### src/rtl/jtag_shift_master_pkg.sv
// Shared types, sequence lengths and TMS patterns for the JTAG shift master.
// TMS patterns are stored LSB-first: bit c is the TMS value of TCK cycle c.
package jtag_shift_master_pkg;

  typedef enum logic [1:0] {
    ST_IDLE,
    ST_RUN,
    ST_FINISH
  } state_e;

  typedef enum logic [1:0] {
    CMD_RESET,
    CMD_DR,
    CMD_IR
  } cmd_e;

  localparam int unsigned DR_PRE_LEN = 3;
  localparam int unsigned IR_PRE_LEN = 4;
  localparam int unsigned POST_LEN   = 2;
  localparam int unsigned RESET_LEN  = 6;

  localparam logic [DR_PRE_LEN-1:0] DR_PRE_TMS = 3'b001;
  localparam logic [IR_PRE_LEN-1:0] IR_PRE_TMS = 4'b0011;
  localparam logic [POST_LEN-1:0]   POST_TMS   = 2'b01;
  localparam logic [RESET_LEN-1:0]  RESET_TMS  = 6'b011111;

  function automatic int unsigned pre_len(cmd_e cmd);
    return (cmd == CMD_IR) ? IR_PRE_LEN : DR_PRE_LEN;
  endfunction

  function automatic int unsigned total_cycles(cmd_e cmd, int unsigned n);
    if (cmd == CMD_RESET) return RESET_LEN;
    return pre_len(cmd) + n + POST_LEN;
  endfunction

  // TMS for TCK cycle c of a command with n shift bits, starting in Run-Test/Idle.
  function automatic logic tms_bit(cmd_e cmd, int unsigned c, int unsigned n);
    int unsigned pre;
    pre = pre_len(cmd);
    if (cmd == CMD_RESET) return ((RESET_TMS >> c) & 6'd1) != '0;
    if (c < pre) begin
      if (cmd == CMD_IR) return ((IR_PRE_TMS >> c) & 4'd1) != '0;
      return ((DR_PRE_TMS >> c) & 3'd1) != '0;
    end
    if (c < pre + n) return (c == pre + n - 1);
    return ((POST_TMS >> (c - pre - n)) & 2'd1) != '0;
  endfunction

endpackage

### src/rtl/jtag_tck_gen.sv
// TCK divider: CLK_DIV clk cycles low, CLK_DIV high; strobes mark the clk
// edge that raises TCK (rise) and the edge that ends the TCK cycle (fall).
module jtag_tck_gen #(
  parameter int unsigned CLK_DIV = 4
) (
  input  logic clk,
  input  logic rst,
  input  logic en,
  output logic tck,
  output logic rise,
  output logic fall
);

  localparam int unsigned DW = (CLK_DIV > 1) ? $clog2(CLK_DIV) : 1;

  logic [DW-1:0] div_cnt;
  logic          half_end;

  assign half_end = en && (div_cnt == DW'(CLK_DIV - 1));
  assign rise     = half_end && !tck;
  assign fall     = half_end && tck;

  always_ff @(posedge clk) begin
    if (rst || !en) begin
      div_cnt <= '0;
      tck     <= 1'b0;
    end else if (half_end) begin
      div_cnt <= '0;
      tck     <= ~tck;
    end else begin
      div_cnt <= div_cnt + 1'b1;
    end
  end

endmodule

### src/rtl/jtag_shift_master.sv
// JTAG initiator: runs one TAP reset, IR scan or DR scan per accepted START,
// always starting and ending in Run-Test/Idle, and returns captured TDO bits.
module jtag_shift_master
  import jtag_shift_master_pkg::*;
#(
  parameter int unsigned MAX_BITS = 64,
  parameter int unsigned CLK_DIV  = 4,
  parameter int unsigned NB_W     = 7
) (
  input  logic                BUS_CLK,
  input  logic                BUS_RST,
  input  logic                START,
  input  logic                TAP_RESET,
  input  logic                IS_IR,
  input  logic [NB_W-1:0]     NUM_BITS,
  input  logic [MAX_BITS-1:0] TDI_DATA,
  output logic                READY,
  output logic                DONE,
  output logic [MAX_BITS-1:0] TDO_DATA,
  output logic                TCK,
  output logic                TMS,
  output logic                TDI,
  input  logic                TDO
);

  localparam int unsigned CW = $clog2(MAX_BITS + RESET_LEN + 1);

  state_e              state, state_next;
  cmd_e                cmd_q, cmd_in;
  logic [NB_W-1:0]     n_q, n_in;
  logic [CW-1:0]       cyc_q, last_q, last_in;
  logic [MAX_BITS-1:0] tdi_q, tdo_cap;
  logic                accept, zero_scan, tck_en, tck_rise, tck_fall;
  logic [31:0]         pre_cnt, n_int, c_cur, c_nxt, k_cur, k_nxt;
  logic                cur_shift, nxt_shift, tms_nxt, tdi_nxt;

  jtag_tck_gen #(.CLK_DIV(CLK_DIV)) u_tck_gen (
    .clk  (BUS_CLK),
    .rst  (BUS_RST),
    .en   (tck_en),
    .tck  (TCK),
    .rise (tck_rise),
    .fall (tck_fall)
  );

  assign cmd_in    = TAP_RESET ? CMD_RESET : (IS_IR ? CMD_IR : CMD_DR);
  assign n_in      = (NUM_BITS > NB_W'(MAX_BITS)) ? NB_W'(MAX_BITS) : NUM_BITS;
  assign zero_scan = (cmd_in != CMD_RESET) && (n_in == '0);
  assign last_in   = CW'(total_cycles(cmd_in, 32'(n_in)) - 1);
  assign accept    = START && READY;

  always_ff @(posedge BUS_CLK) begin
    if (BUS_RST) state <= ST_IDLE;
    else         state <= state_next;
  end

  // FINISH also accepts, so back-to-back commands need no idle cycle.
  always_comb begin
    state_next = state;
    unique case (state)
      ST_IDLE, ST_FINISH:
        state_next = accept ? (zero_scan ? ST_FINISH : ST_RUN) : ST_IDLE;
      ST_RUN:
        if (tck_fall && (cyc_q == last_q)) state_next = ST_FINISH;
      default: state_next = ST_IDLE;
    endcase
  end

  always_comb begin
    READY  = (state != ST_RUN);
    DONE   = (state == ST_FINISH);
    tck_en = (state == ST_RUN);
  end

  always_comb begin
    pre_cnt   = pre_len(cmd_q);
    n_int     = 32'(n_q);
    c_cur     = 32'(cyc_q);
    c_nxt     = c_cur + 32'd1;
    k_cur     = c_cur - pre_cnt;
    k_nxt     = c_nxt - pre_cnt;
    cur_shift = (cmd_q != CMD_RESET) && (c_cur >= pre_cnt) && (c_cur < pre_cnt + n_int);
    nxt_shift = (cmd_q != CMD_RESET) && (c_nxt >= pre_cnt) && (c_nxt < pre_cnt + n_int);
    tms_nxt   = tms_bit(cmd_q, c_nxt, n_int);
    tdi_nxt   = nxt_shift && ((tdi_q & (MAX_BITS'(1) << k_nxt)) != '0);
  end

  // TMS/TDI change only when a TCK cycle ends (start of the next low half).
  always_ff @(posedge BUS_CLK) begin
    if (BUS_RST) begin
      cmd_q    <= CMD_RESET;
      n_q      <= '0;
      cyc_q    <= '0;
      last_q   <= '0;
      tdi_q    <= '0;
      tdo_cap  <= '0;
      TDO_DATA <= '0;
      TMS      <= 1'b0;
      TDI      <= 1'b0;
    end else if (accept) begin
      cmd_q   <= cmd_in;
      n_q     <= n_in;
      cyc_q   <= '0;
      last_q  <= last_in;
      tdi_q   <= TDI_DATA;
      tdo_cap <= '0;
      TMS     <= zero_scan ? 1'b0 : tms_bit(cmd_in, 0, 32'(n_in));
      TDI     <= 1'b0;
      if (zero_scan) TDO_DATA <= '0;
    end else if (tck_en) begin
      if (tck_rise && cur_shift) tdo_cap <= tdo_cap | (MAX_BITS'(TDO) << k_cur);
      if (tck_fall) begin
        if (cyc_q == last_q) begin
          TMS      <= 1'b0;
          TDI      <= 1'b0;
          TDO_DATA <= tdo_cap;
        end else begin
          cyc_q <= cyc_q + 1'b1;
          TMS   <= tms_nxt;
          TDI   <= tdi_nxt;
        end
      end
    end
  end

endmodule
### config.mk
export PLATFORM = sky130hd
export DESIGN_NAME = jtag_shift_master
export DESIGN_NICKNAME = d
export VERILOG_FILES = /design/src/rtl/jtag_shift_master_pkg.sv /design/src/rtl/jtag_tck_gen.sv /design/src/rtl/jtag_shift_master.sv
export SDC_FILE = /design/constraint.sdc
export NUM_CORES = 1
export LEC_CHECK = 0
export ABC_AREA = 0
export CORE_MARGIN = 3
export CORE_UTILIZATION = 43
export DETAILED_ROUTE_END_ITERATION = 6
export GPL_TIMING_DRIVEN = 0
export PLACE_DENSITY = 0.68
export SETUP_SLACK_MARGIN = 0.3
export SLEW_MARGIN = 20
export SYNTH_ARGS = -nofsm -noshare
export SYNTH_HDL_FRONTEND = slang
export SYNTH_HIERARCHICAL = 1
export SYNTH_SLANG_ARGS = --single-unit
### constraint.sdc
create_clock -name BUS_CLK -period 4.15 [get_ports BUS_CLK]
set_input_delay 0.83 -clock BUS_CLK [delete_from_list [all_inputs] [get_ports BUS_CLK]]
set_output_delay 0.83 -clock BUS_CLK [all_outputs]
set_load 0.05 [all_outputs]
==> impl_metrics.yaml, run 1 <==
logic_synthesis:
  synthesis.area_per_instance_sq_um: 8.45
  synth_edf_count: 0
  synth_cell_types: 84
  syn-instance-count: 1270
  syn-cell-area_sq_um: 10700
  synth.net_count: 1392
  ys.warnings.count: 7
  synth.ff_latch_count: 222
  asyncSetResetFlopFracSynth: 0
  ys_seq_area_frac: 0.414
  synth_flop_cell: "sky130_fd_sc_hd__dfxtp_1"
critical_path:
  timing.rr.start: "cyc_q[0]$_SDFFE_PP0P_"
  critPathArrivalTime_ns: 4.23
  cp_num_buf_inv: 3
  worst_r2r_endpoint: "TMS$_SDFFE_PP0P_"
  ff2ff_path_depth: 14
  criticalPathCategory: "reg -> reg"
  cpLargestDelayFamily: "adder cells"
  cp_data_required_time_ns: 4.59
  ff2ff_setup_slack_ns: 0.36
  cp_slowest_stage_delay_ns: 0.57
  timing.critical_path.from_type: "register"
  critical_path.cell_chain: "ha_4 -> inv_1 -> fa_2 -> clkbuf_2 -> inv_2 -> fa_1 -> a21o_1 -> a21oi_2 -> o21bai_1 -> a21o_1 -> or3_1 -> a211oi_2 -> mux2i_1 -> a211oi_2"
  timing.critical_path.to_type: "register"
  cp_slowest_cell: "sky130_fd_sc_hd__fa_2"
  crit_fanout: 10
finish:
  final_net_count: 1567
  fillers: 2293
  antenna_fix_cells: 0
  final_design_area_no_fill_sq_um: 13600
  post-route-util: 0.556
  multiInputGateArea_sq_um: 5890
  most-common-layout-cells: "sky130_fd_sc_hd__nand2_1, sky130_fd_sc_hd__dfxtp_1, sky130_fd_sc_hd__a21oi_1"
  areaGrowthSynthToFinish_pct: 26.3
  layout-drive-gt1-share: 0.0787
  most_common_cell_after_layout_fill_and_taps_aside: "sky130_fd_sc_hd__nand2_1"
  regArea_sq_um: 4450
detailed_routing:
  detail_route.vias_per_cell: 5.50
  ant_nets: 0
  dr.first_iter.drc_count: 643
  drt_first_pass_iters: 5
  detail_route.wirelength_mm: 31.5
  num_vias: 9823
  post_drt_wl_per_cell_um: 17.7
  drt_drc_violations_left: 0
worst_hold_path:
  min_to: "u_tck_gen/div_cnt[0]$_SDFF_PP0_"
  min_delay_path_depth: 1
  worstHoldStart: "u_tck_gen/div_cnt[0]$_SDFF_PP0_"
  hold_path.class: "reg -> reg"
clock_tree:
  max_clock_buf_depth: 3
  clk-insertion-delay-late_ns: 0.52
  cts_inserted_buffers: 24
  holdBufCountCts: 0
  cts_sinks: 222
  clockRootBuffer: "sky130_fd_sc_hd__clkbuf_16"
  cts_tree: "done"
  clk_transition_reported_paths_ns: 0.06
  cts_htree_levels: 1
timing:
  worstMarginPinSlew_ns: 0.982
  timing.final.setup_violations: 0
  setup_slack_ns: 0.365
  period_needed_ns: 3.79
  unrepaired_setup_endpoints_after_global_routing: "yes"
  post-route-period-util: 0.912
  maximum_clock_frequency_mhz: 264
  timing_hold_violations_final: 0
  worst_hold_check_slack_ns: 0.432
  clock-skew-final_ns: 0.0160
  slew_headroom: 0.341
  slew_viol_final: 0
global_routing:
  grt_start_max_net_pins: 14
  via_count_of_the_first_global_routing_pass: 9730
  remaining_overflow_grt: 0
  initial_antenna_violation_count: 0
  grt_first_pass_wirelength_mm: 49.9
  globalRouteTotalUtil: 0.230
outcome:
  outcome: "finished clean"
run:
  max_cap_viol_count: 0
die:
  dieHeight_um: 164
  chipWidth_um: 164
  die_outline_area_sq_um: 26900
  number_of_placement_rows: 57
  top_level_ports: 146
  core_sq_um: 24400
  effective_utilization_at_floorplan: 0.440
place:
  dp_hpwl_mm: 23.4
  place.port_buffers: 143
  finalWeightedCongestion: 0.913
  placedInstanceArea_sq_um: 12600
  placement.setup.worst_slack_ns: -0.341
pwr:
  cellLeakagePower_nw: 4.79
  vdd_drop_max_uv: 261
  power.density_cell_area_nw_per_um2: 356
-- worst max path at each step --
stage / depth (start not counted) / start / to
finish: 14 / cyc_q[0]$_SDFFE_PP0P_ / TMS$_SDFFE_PP0P_
global route: 16 / cmd_q[1]$_SDFFE_PP0P_ / TMS$_SDFFE_PP0P_
CTS: 16 / cyc_q[0]$_SDFFE_PP0P_ / TMS$_SDFFE_PP0P_
detailed placement: 14 / cmd_q[0]$_SDFFE_PP0P_ / tdo_cap[5]$_SDFFE_PP0P_
global placement: 14 / cmd_q[0]$_SDFFE_PP0P_ / tdo_cap[7]$_SDFFE_PP0P_
floorplan: 14 / cmd_q[0]$_SDFFE_PP0P_ / tdo_cap[54]$_SDFFE_PP0P_
-- layer usage --
layer | vias to the layer above | share of wire | GRT usage
li1 | 4818 | - | -
met1 | 4622 | 0.45 | 0.315
met2 | 323 | 0.45 | 0.371
met3 | 60 | 0.070 | 0.0414
met4 | 0 | 0.027 | 0.0673
met5 | - | 0 | 0
-- state kept, by name, summed over array words and instances (netlist names), 2 cells and up --
| signal | flops |
|---|---|
| TDO_DATA | 64 |
| tdi_q | 64 |
| tdo_cap | 64 |
| cyc_q | 7 |
| last_q | 7 |
| n_q | 7 |
| cmd_q | 2 |
| state | 2 |
| u_tck_gen/div_cnt | 2 |
-- where the power goes --
part | total, W | internal (W) | switching, W
Clock | 0.00209 | 0.00124 | 0.000852
Combinational | 0.000510 | 0.000208 | 0.000302
Sequential | 0.00222 | 0.00218 | 0.0000345
Total | 0.00482 | 0.00363 | 0.00119
-- metrics by stage --
stage                     total power [W]  cells  setup TNS, ns
after floorplan                   0.00256   1270              0
after global placement            0.00274   1737         -16.66
after detailed placement          0.00275   1737         -18.47
after CTS                         0.00484   1784              0
after global routing              0.00499   1785              0
final                             0.00482   1785              0
-- synth_stat cells (all sizes together) (2+ instances only) --
cell	count	share of area
nand2	255	0.089
dfxtp	222	0.41
a21oi	159	0.074
nand3	84	0.039
clkbuf	77	0.027
a32o	64	0.060
nor2	64	0.022
xnor2	49	0.044
ha	40	0.047
inv	29	0.010
o21ai	17	0.0079
buf	16	0.011
nor3	16	0.0090
xor2	16	0.018
mux2i	15	0.014
nor2b	14	0.0082
and3	13	0.0086
nand2b	11	0.0064
a211oi	8	0.0065
a21o	7	0.0049
and2	7	0.0041
nor4	7	0.0041
nand4	6	0.0041
o21a	6	0.0042
fa	5	0.0093
or3	5	0.0029
a221oi	4	0.0038
a22oi	3	0.0021
a31o	3	0.0024
a32oi	3	0.0024
mux2	3	0.0031
a2111oi	2	0.0022
a21boi	2	0.0014
a221o	2	0.0019
a31oi	2	0.0012
and4	2	0.0020
clkinv	2	0.00082
nand4b	2	0.0016
nor3b	2	0.0014
o2111ai	2	0.0016
o211ai	2	0.0014
o21bai	2	0.0017
o22ai	2	0.0012
o32ai	2	0.0016
-- logic make-up after synthesis --
group                    count (synthesis)  share of synthesized area
buffers and inverters                  124                     0.0487
AND/OR/NAND/NOR                        495                      0.209
AO/OA/AOI/OAI                          300                      0.190
XOR/XNOR                                66                     0.0646
adder cells (fa/ha/maj)                 45                     0.0560
flip-flops                             222                      0.414
multiplexers                            18                     0.0171
-- layout make-up --
cell class	instances	area share
multi-input combinational	924	0.434
tap	324	0.0299
timing repair buffer	149	0.110
inverter	31	0.00914
clock inverter	10	0.00840
buffer	93	0.0310
clock buffer	32	0.0487
sequential	222	0.328
-- repair_timing --
item                                    in CTS  in global routing
endpoints found under the setup margin      66                 62
buffers inserted                             5                  1
cloned                                       0                  0
resized for setup                           24                 17
pin swaps                                    2                  0
Power figures use the tool's default switching activity.
==> run 2, diff against run 1 <==
SLEW_MARGIN = default   (was 20)
==> results of run 2 <==
The final DEF is identical to that of run 1; final timing and power are the same.
==> RTL change 1: new RTL, config.mk and constraints of run 1 <==
Encoding of `state_e`: now one-hot (3 bits for 3 states).
--- a/src/rtl/jtag_shift_master_pkg.sv
+++ b/src/rtl/jtag_shift_master_pkg.sv
@@ -4,6 +4,6 @@
 
-  typedef enum logic [1:0] {
-    ST_IDLE,
-    ST_RUN,
-    ST_FINISH
+  typedef enum logic [2:0] {
+    ST_IDLE   = 3'b001,
+    ST_RUN    = 3'b010,
+    ST_FINISH = 3'b100
   } state_e;
Check against the original RTL: no difference found for any inputs over 4 cycles, from zero or initial values and one cycle with BUS_RST high; so few cycles prove little.
==> RTL change 1 against run 1 <==
Design area increased by 4.2%; wire length increased by 5.1%; count of clock-buffer cells in the layout increased by 3; worst setup slack got worse by 0.0075 ns; global-route usage about the same; sequential share of layout area decreased by 1.2 points; synthesized area increased by 2.3%; sequential cell count increased by 1; power increased by 3.8%; worst hold slack got worse by 0.0033 ns; critical path type unchanged; largest power group is now clock.
==> RTL change 1: results (changes against run 1) <==
fraction of layout cells with a size suffix above 1=0.0957 (was 0.0787); status=completed (unchanged); Reg-to-Reg Start=cmd_q[0] (was cyc_q[0]); Post-Syn Instances=1,322 (was 1,270); net total in the final layout=1,640 (was 1,567); r2r worst-path depth=17 (was 14); largest net degree at the start of global routing=14 (unchanged); Unique masters post-synth=82 (was 84); number of DRC markers in iteration 0=925 (was 643); CTS root buf=clkbuf_16 (unchanged); Max stage delay cell, worst path=dfxtp_1 (was fa_2); first-pass GRT wire length=52,800 um (was 49,900 um); placed cells=1,791 (was 1,737); CP Max Fanout=7 (was 10); R2R Setup Slk=0.36 ns; # diodes=0 (unchanged); FILL cells=2,291 (was 2,293); FF-to-FF End=TMS (unchanged); vias in the first global route=10.0k (was 9,730); routability cong.=0.921 (was 0.913); post-synthesis sequential area ratio=0.406 (was 0.414); largest cells by area after synthesis=dfxtp_1 (41%), nand2_1 (8.9%), a21oi_1 (7.2%) (was dfxtp_1 (41%), nand2_1 (8.9%), a21oi_1 (7.4%)); hpwl dp=24,700 um (was 23,400 um); Clk Latency, worst-skew pair=0.54 ns (was 0.52 ns); hold path startpoint=u_tck_gen/div_cnt[0] (unchanged); Rel. slew slack=0.440 (was 0.341); drt pass-1 iters=5 (unchanged); Hold Path Sink=u_tck_gen/div_cnt[0] (unchanged); Largest regs=TDO_DATA x64, tdi_q x64, tdo_cap x64 (unchanged); H-tree depth=1 (unchanged); initial antenna violation count=0 (unchanged); dpl cell area=0.0129 sq mm (was 0.0126 sq mm); clk_skew=0.00837 ns (was 0.0160 ns); Tmin final=3.79 ns (about the same); P_leak=5.11 nW (was 4.79 nW); CTS clk-pin slew, worst paths=0.06 ns (about the same); worst hold slack=0.429 ns (was 0.432 ns); ys async rst share=0 (unchanged); routed vias/inst=5.67 (was 5.50); Hold Path Class=flip-flop to flip-flop (unchanged); hold depth=1 (unchanged); max incr delay on CP=0.41 ns (was 0.57 ns); WL final=33,100 um (was 31,500 um); CTS buffer count=25 (was 24); top post-synthesis cells by count=nand2_1 (261), dfxtp_1 (223), a21oi_1 (157) (was nand2_1 (254), dfxtp_1 (222), a21oi_1 (159)); Layout Cells excl Fill=1,860 (was 1,785); Port Buffers=144 (was 143); clock buffer depth=3 (unchanged); Peak supply drop=0.238 mV (was 0.261 mV); Tot GR Track Use=0.230 (about the same); syn_nets=1,444 (was 1,392); Synth Warn #=7 (unchanged); pre-CTS setup slack=-0.537 ns (was -0.341 ns); most common cell in the netlist=nand2_1 (unchanged)
-- RTL change 1: cell type report --
class | count | area [sq um] | share of cell area
plain buffers | 98 | 450 | 0.0319
repair buffers | 169 | 1630 | 0.115
multi-input cells | 969 | 6200 | 0.439
inverters | 32 | 128 | 0.00903
well taps | 324 | 405 | 0.0287
flip-flops and latches | 223 | 4470 | 0.316
clock buffers | 35 | 713 | 0.0505
clock inverters | 10 | 126 | 0.00895
-- RTL change 1: cells by family after synthesis --
| group | count (synthesis) | share of synthesized area |
|---|---|---|
| AO/OA/AOI/OAI | 327 | 0.204 |
| XOR/XNOR | 62 | 0.0571 |
| adder cells (fa/ha/maj) | 46 | 0.0557 |
| buffers and inverters | 130 | 0.0478 |
| flip-flops | 223 | 0.406 |
| multiplexers | 12 | 0.0117 |
| AND/OR/NAND/NOR | 522 | 0.217 |
-- RTL change 1: timing repair --
action,CTS,global route
buffers inserted,9,15
pin swaps,4,9
hold buffers,0,0
hold endpoints to repair,0,0
setup endpoints to repair,61,63
gates resized for setup,28,38
-- RTL change 1: layer usage --
metal,share of wire,track usage,vias up
met5,0,0,-
met4,0.026,0.0680,0
met3,0.074,0.0371,61
met2,0.44,0.353,403
met1,0.46,0.335,4986
li1,-,-,5096
-- RTL change 1: worst max-delay path by stage --
stage / slack, ns / depth (start not counted) / start / to
global placement: -0.42 / 15 / cmd_q[1] / TMS
detailed placement: -0.54 / 15 / cmd_q[1] / TMS
global route: 0.20 / 17 / cmd_q[0] / TMS
CTS: 0.27 / 18 / cmd_q[0] / TMS
finish: 0.36 / 17 / cmd_q[0] / TMS
floorplan: 0.33 / 17 / cmd_q[1] / TMS
-- RTL change 1: critical path, delay by kind of cell, from the launching register on --
family	cells	cell delay, ns
buffers and inverters	4	0.65
DFF	1	0.41
AOI/OAI and AO/OA	7	1.35
and+or+nand+nor	3	0.40
adders and majority gates	3	0.81
-- RTL change 1: metrics by stage --
stage                     TNS [ns]  total power [mW]
after floorplan                  0              2.56
after global placement      -0.828              2.75
after detailed placement     -1.53              2.76
after CTS                        0              5.01
after global routing             0              5.17
final                            0              5.00
-- RTL change 1: report_power, final --
group / total (mW) / leakage, nW / internal, mW / switching, mW
Clock: 2.24 / 0.410 / 1.33 / 0.910
Sequential: 2.23 / 1.81 / 2.19 / 0.0389
Combinational: 0.529 / 2.89 / 0.227 / 0.302
==> RTL change 2: new RTL, settings of run 1 <==
Made on the original files. `CLK_DIV` is set to 4 in 2 places; all go to 8.
--- a/src/rtl/jtag_tck_gen.sv
+++ b/src/rtl/jtag_tck_gen.sv
@@ -3,3 +3,3 @@
 module jtag_tck_gen #(
-  parameter int unsigned CLK_DIV = 4
+  parameter int unsigned CLK_DIV = 8
 ) (
--- a/src/rtl/jtag_shift_master.sv
+++ b/src/rtl/jtag_shift_master.sv
@@ -6,3 +6,3 @@
   parameter int unsigned MAX_BITS = 64,
-  parameter int unsigned CLK_DIV  = 4,
+  parameter int unsigned CLK_DIV  = 8,
   parameter int unsigned NB_W     = 7
Check against the original RTL: no difference found for any inputs over 4 cycles, from zero or initial values and one cycle with BUS_RST high; that may be too few to reach the edited logic, so the function may still have changed.
==> RTL change 2 against run 1 <==
Worst setup slack gained 0.028 ns; sequential share of layout area shrank 0.070 points; critical path type unchanged; sequential cell count grew 1; power grew 8.0%; die area shrank 1.5%; critical path depth grew 4; count of clock-buffer cells in the layout grew 2; synthesized area shrank 1.6%; design area grew 0.69%; largest cell class unchanged; synthesized cell count grew 6.0%; global-route usage shrank 0.10 points; wire length shrank 0.68%.
==> RTL change 2: results (changes against run 1) <==
R2R Setup Slk=0.39 ns (was 0.36 ns); routability cong.=0.927 (was 0.913); syn_nets=1,469 (was 1,392); r2r worst-path depth=18 (was 14); CTS buffer count=25 (was 24); Reg-to-Reg Start=cyc_q[0] (unchanged); max incr delay on CP=0.44 ns (was 0.57 ns); H-tree depth=1 (unchanged); FF-to-FF End=TMS (unchanged); FILL cells=2,258 (was 2,293); worst slew pin tran=0.895 ns (was 0.982 ns); Peak supply drop=0.329 mV (was 0.261 mV); placed cells=1,808 (was 1,737); hold depth=1 (unchanged); number of DRC markers in iteration 0=832 (was 643); first-pass GRT wire length=49,200 um (was 49,900 um); CTS root buf=clkbuf_16 (unchanged); Unique masters post-synth=74 (was 84); WL final=31,300 um (was 31,500 um); Hold Path Class=flip-flop to flip-flop (unchanged); clock buffer depth=3 (unchanged); Tot GR Track Use=0.229 (was 0.230); P_leak=4.95 nW (was 4.79 nW); fraction of layout cells with a size suffix above 1=0.0762 (was 0.0787); clk_skew=0.0132 ns (was 0.0160 ns); Max stage delay cell, worst path=fa_1 (was fa_2); Port Buffers=143 (unchanged); Clk Latency, worst-skew pair=0.54 ns (was 0.52 ns); Post-Syn Instances=1,346 (was 1,270); largest net degree at the start of global routing=15 (was 14); top post-synthesis cells by count=nand2_1 (330), dfxtp_1 (223), a21oi_1 (165) (was nand2_1 (254), dfxtp_1 (222), a21oi_1 (159)); CTS clk-pin slew, worst paths=0.06 ns (about the same); vias in the first global route=9,567 (was 9,730); Synth Warn #=7 (unchanged); initial antenna violation count=0 (unchanged); CP Max Fanout=10 (unchanged); routed vias/inst=5.44 (was 5.50); hold path startpoint=u_tck_gen/div_cnt[0] (unchanged); ys async rst share=0 (unchanged); post-synthesis sequential area ratio=0.422 (was 0.414); pre-CTS setup slack=-0.665 ns (was -0.341 ns); ys flop type=dfxtp_1 (unchanged); Final ANT Viol Nets=0 (unchanged); drt pass-1 iters=6 (was 5); Hold Path Sink=u_tck_gen/div_cnt[0] (unchanged); dpl cell area=0.0124 sq mm (was 0.0126 sq mm); hpwl dp=23,000 um (was 23,400 um); status=completed (unchanged); drt wl/cell=16.8 um (was 17.7 um); Largest regs=TDO_DATA x64, tdi_q x64, tdo_cap x64 (unchanged); worst hold slack=0.436 ns (was 0.432 ns); net total in the final layout=1,653 (was 1,567); # diodes=0 (unchanged); largest cells by area after synthesis=dfxtp_1 (42%), nand2_1 (12%), a21oi_1 (7.8%) (was dfxtp_1 (41%), nand2_1 (8.9%), a21oi_1 (7.4%))
==> RTL change 2: cells by family after synthesis <==
kind of cell	count (synthesis)	synth area share
XOR/XNOR	62	0.0552
AND/OR/NAND/NOR	559	0.232
adder cells (fa/ha/maj)	49	0.0609
flip-flops	223	0.422
multiplexers	12	0.0131
AO/OA/AOI/OAI	322	0.174
buffers and inverters	119	0.0425
==> RTL change 2: how the worst max path moves through the flow <==
stage,startpoint,end,slack [ns],cells after the start
6_report,cyc_q[0],TMS,0.39,18
5_1_grt,cmd_q[0],TMS,0.26,18
4_1_cts,cyc_q[2],TMS,0.33,16
3_5_place_dp,cmd_q[1],tdo_cap[44],-0.67,14
3_3_place_gp,cmd_q[1],tdo_cap[53],-0.59,14
2_1_floorplan,cmd_q[0],TMS,0.30,15
==> RTL change 2: where the power goes <==
group / internal [mW] / switching (mW)
sequential: 2.19 / 0.0348
clock: 1.54 / 0.925
combinational: 0.211 / 0.304
total: 3.94 / 1.26
==> RTL change 2: what timing repair did <==
item,CTS,global route
setup buffers,8,6
pin swaps,5,2
gates resized for setup,38,16
setup endpoints to repair,66,42
cloned,0,0
==> RTL change 2: worst max-delay path: cells and delay by family, from the launching register on <==
kind                     cells  cell delay, ns
AO/OA/AOI/OAI                6            0.87
adder cells (fa/ha/maj)      4            1.36
buffers and inverters        5            0.47
flip-flops                   1            0.39
AND/OR/NAND/NOR              2            0.45
XOR/XNOR                     1            0.14
==> RTL change 2: final cells by class <==
class	instances	area (sq um)	share of cell area
Buffer	83	333	0.0244
Clock buffer	34	719	0.0527
Clock inverter	12	216	0.0159
Inverter	36	143	0.0105
Multi-Input combinational cell	1004	5830	0.427
Sequential cell	223	4470	0.328
Tap cell	319	399	0.0292
Timing Repair Buffer	157	1540	0.113
==> RTL change 2: metal layers <==
| metal | up-vias | share of wire | GRT usage |
|---|---|---|---|
| met3 | 63 | 0.081 | 0.0399 |
| met2 | 407 | 0.45 | 0.366 |
| li1 | 4968 | - | - |
| met1 | 4718 | 0.44 | 0.318 |
| met4 | 0 | 0.024 | 0.0684 |
| met5 | - | 0 | 0 |
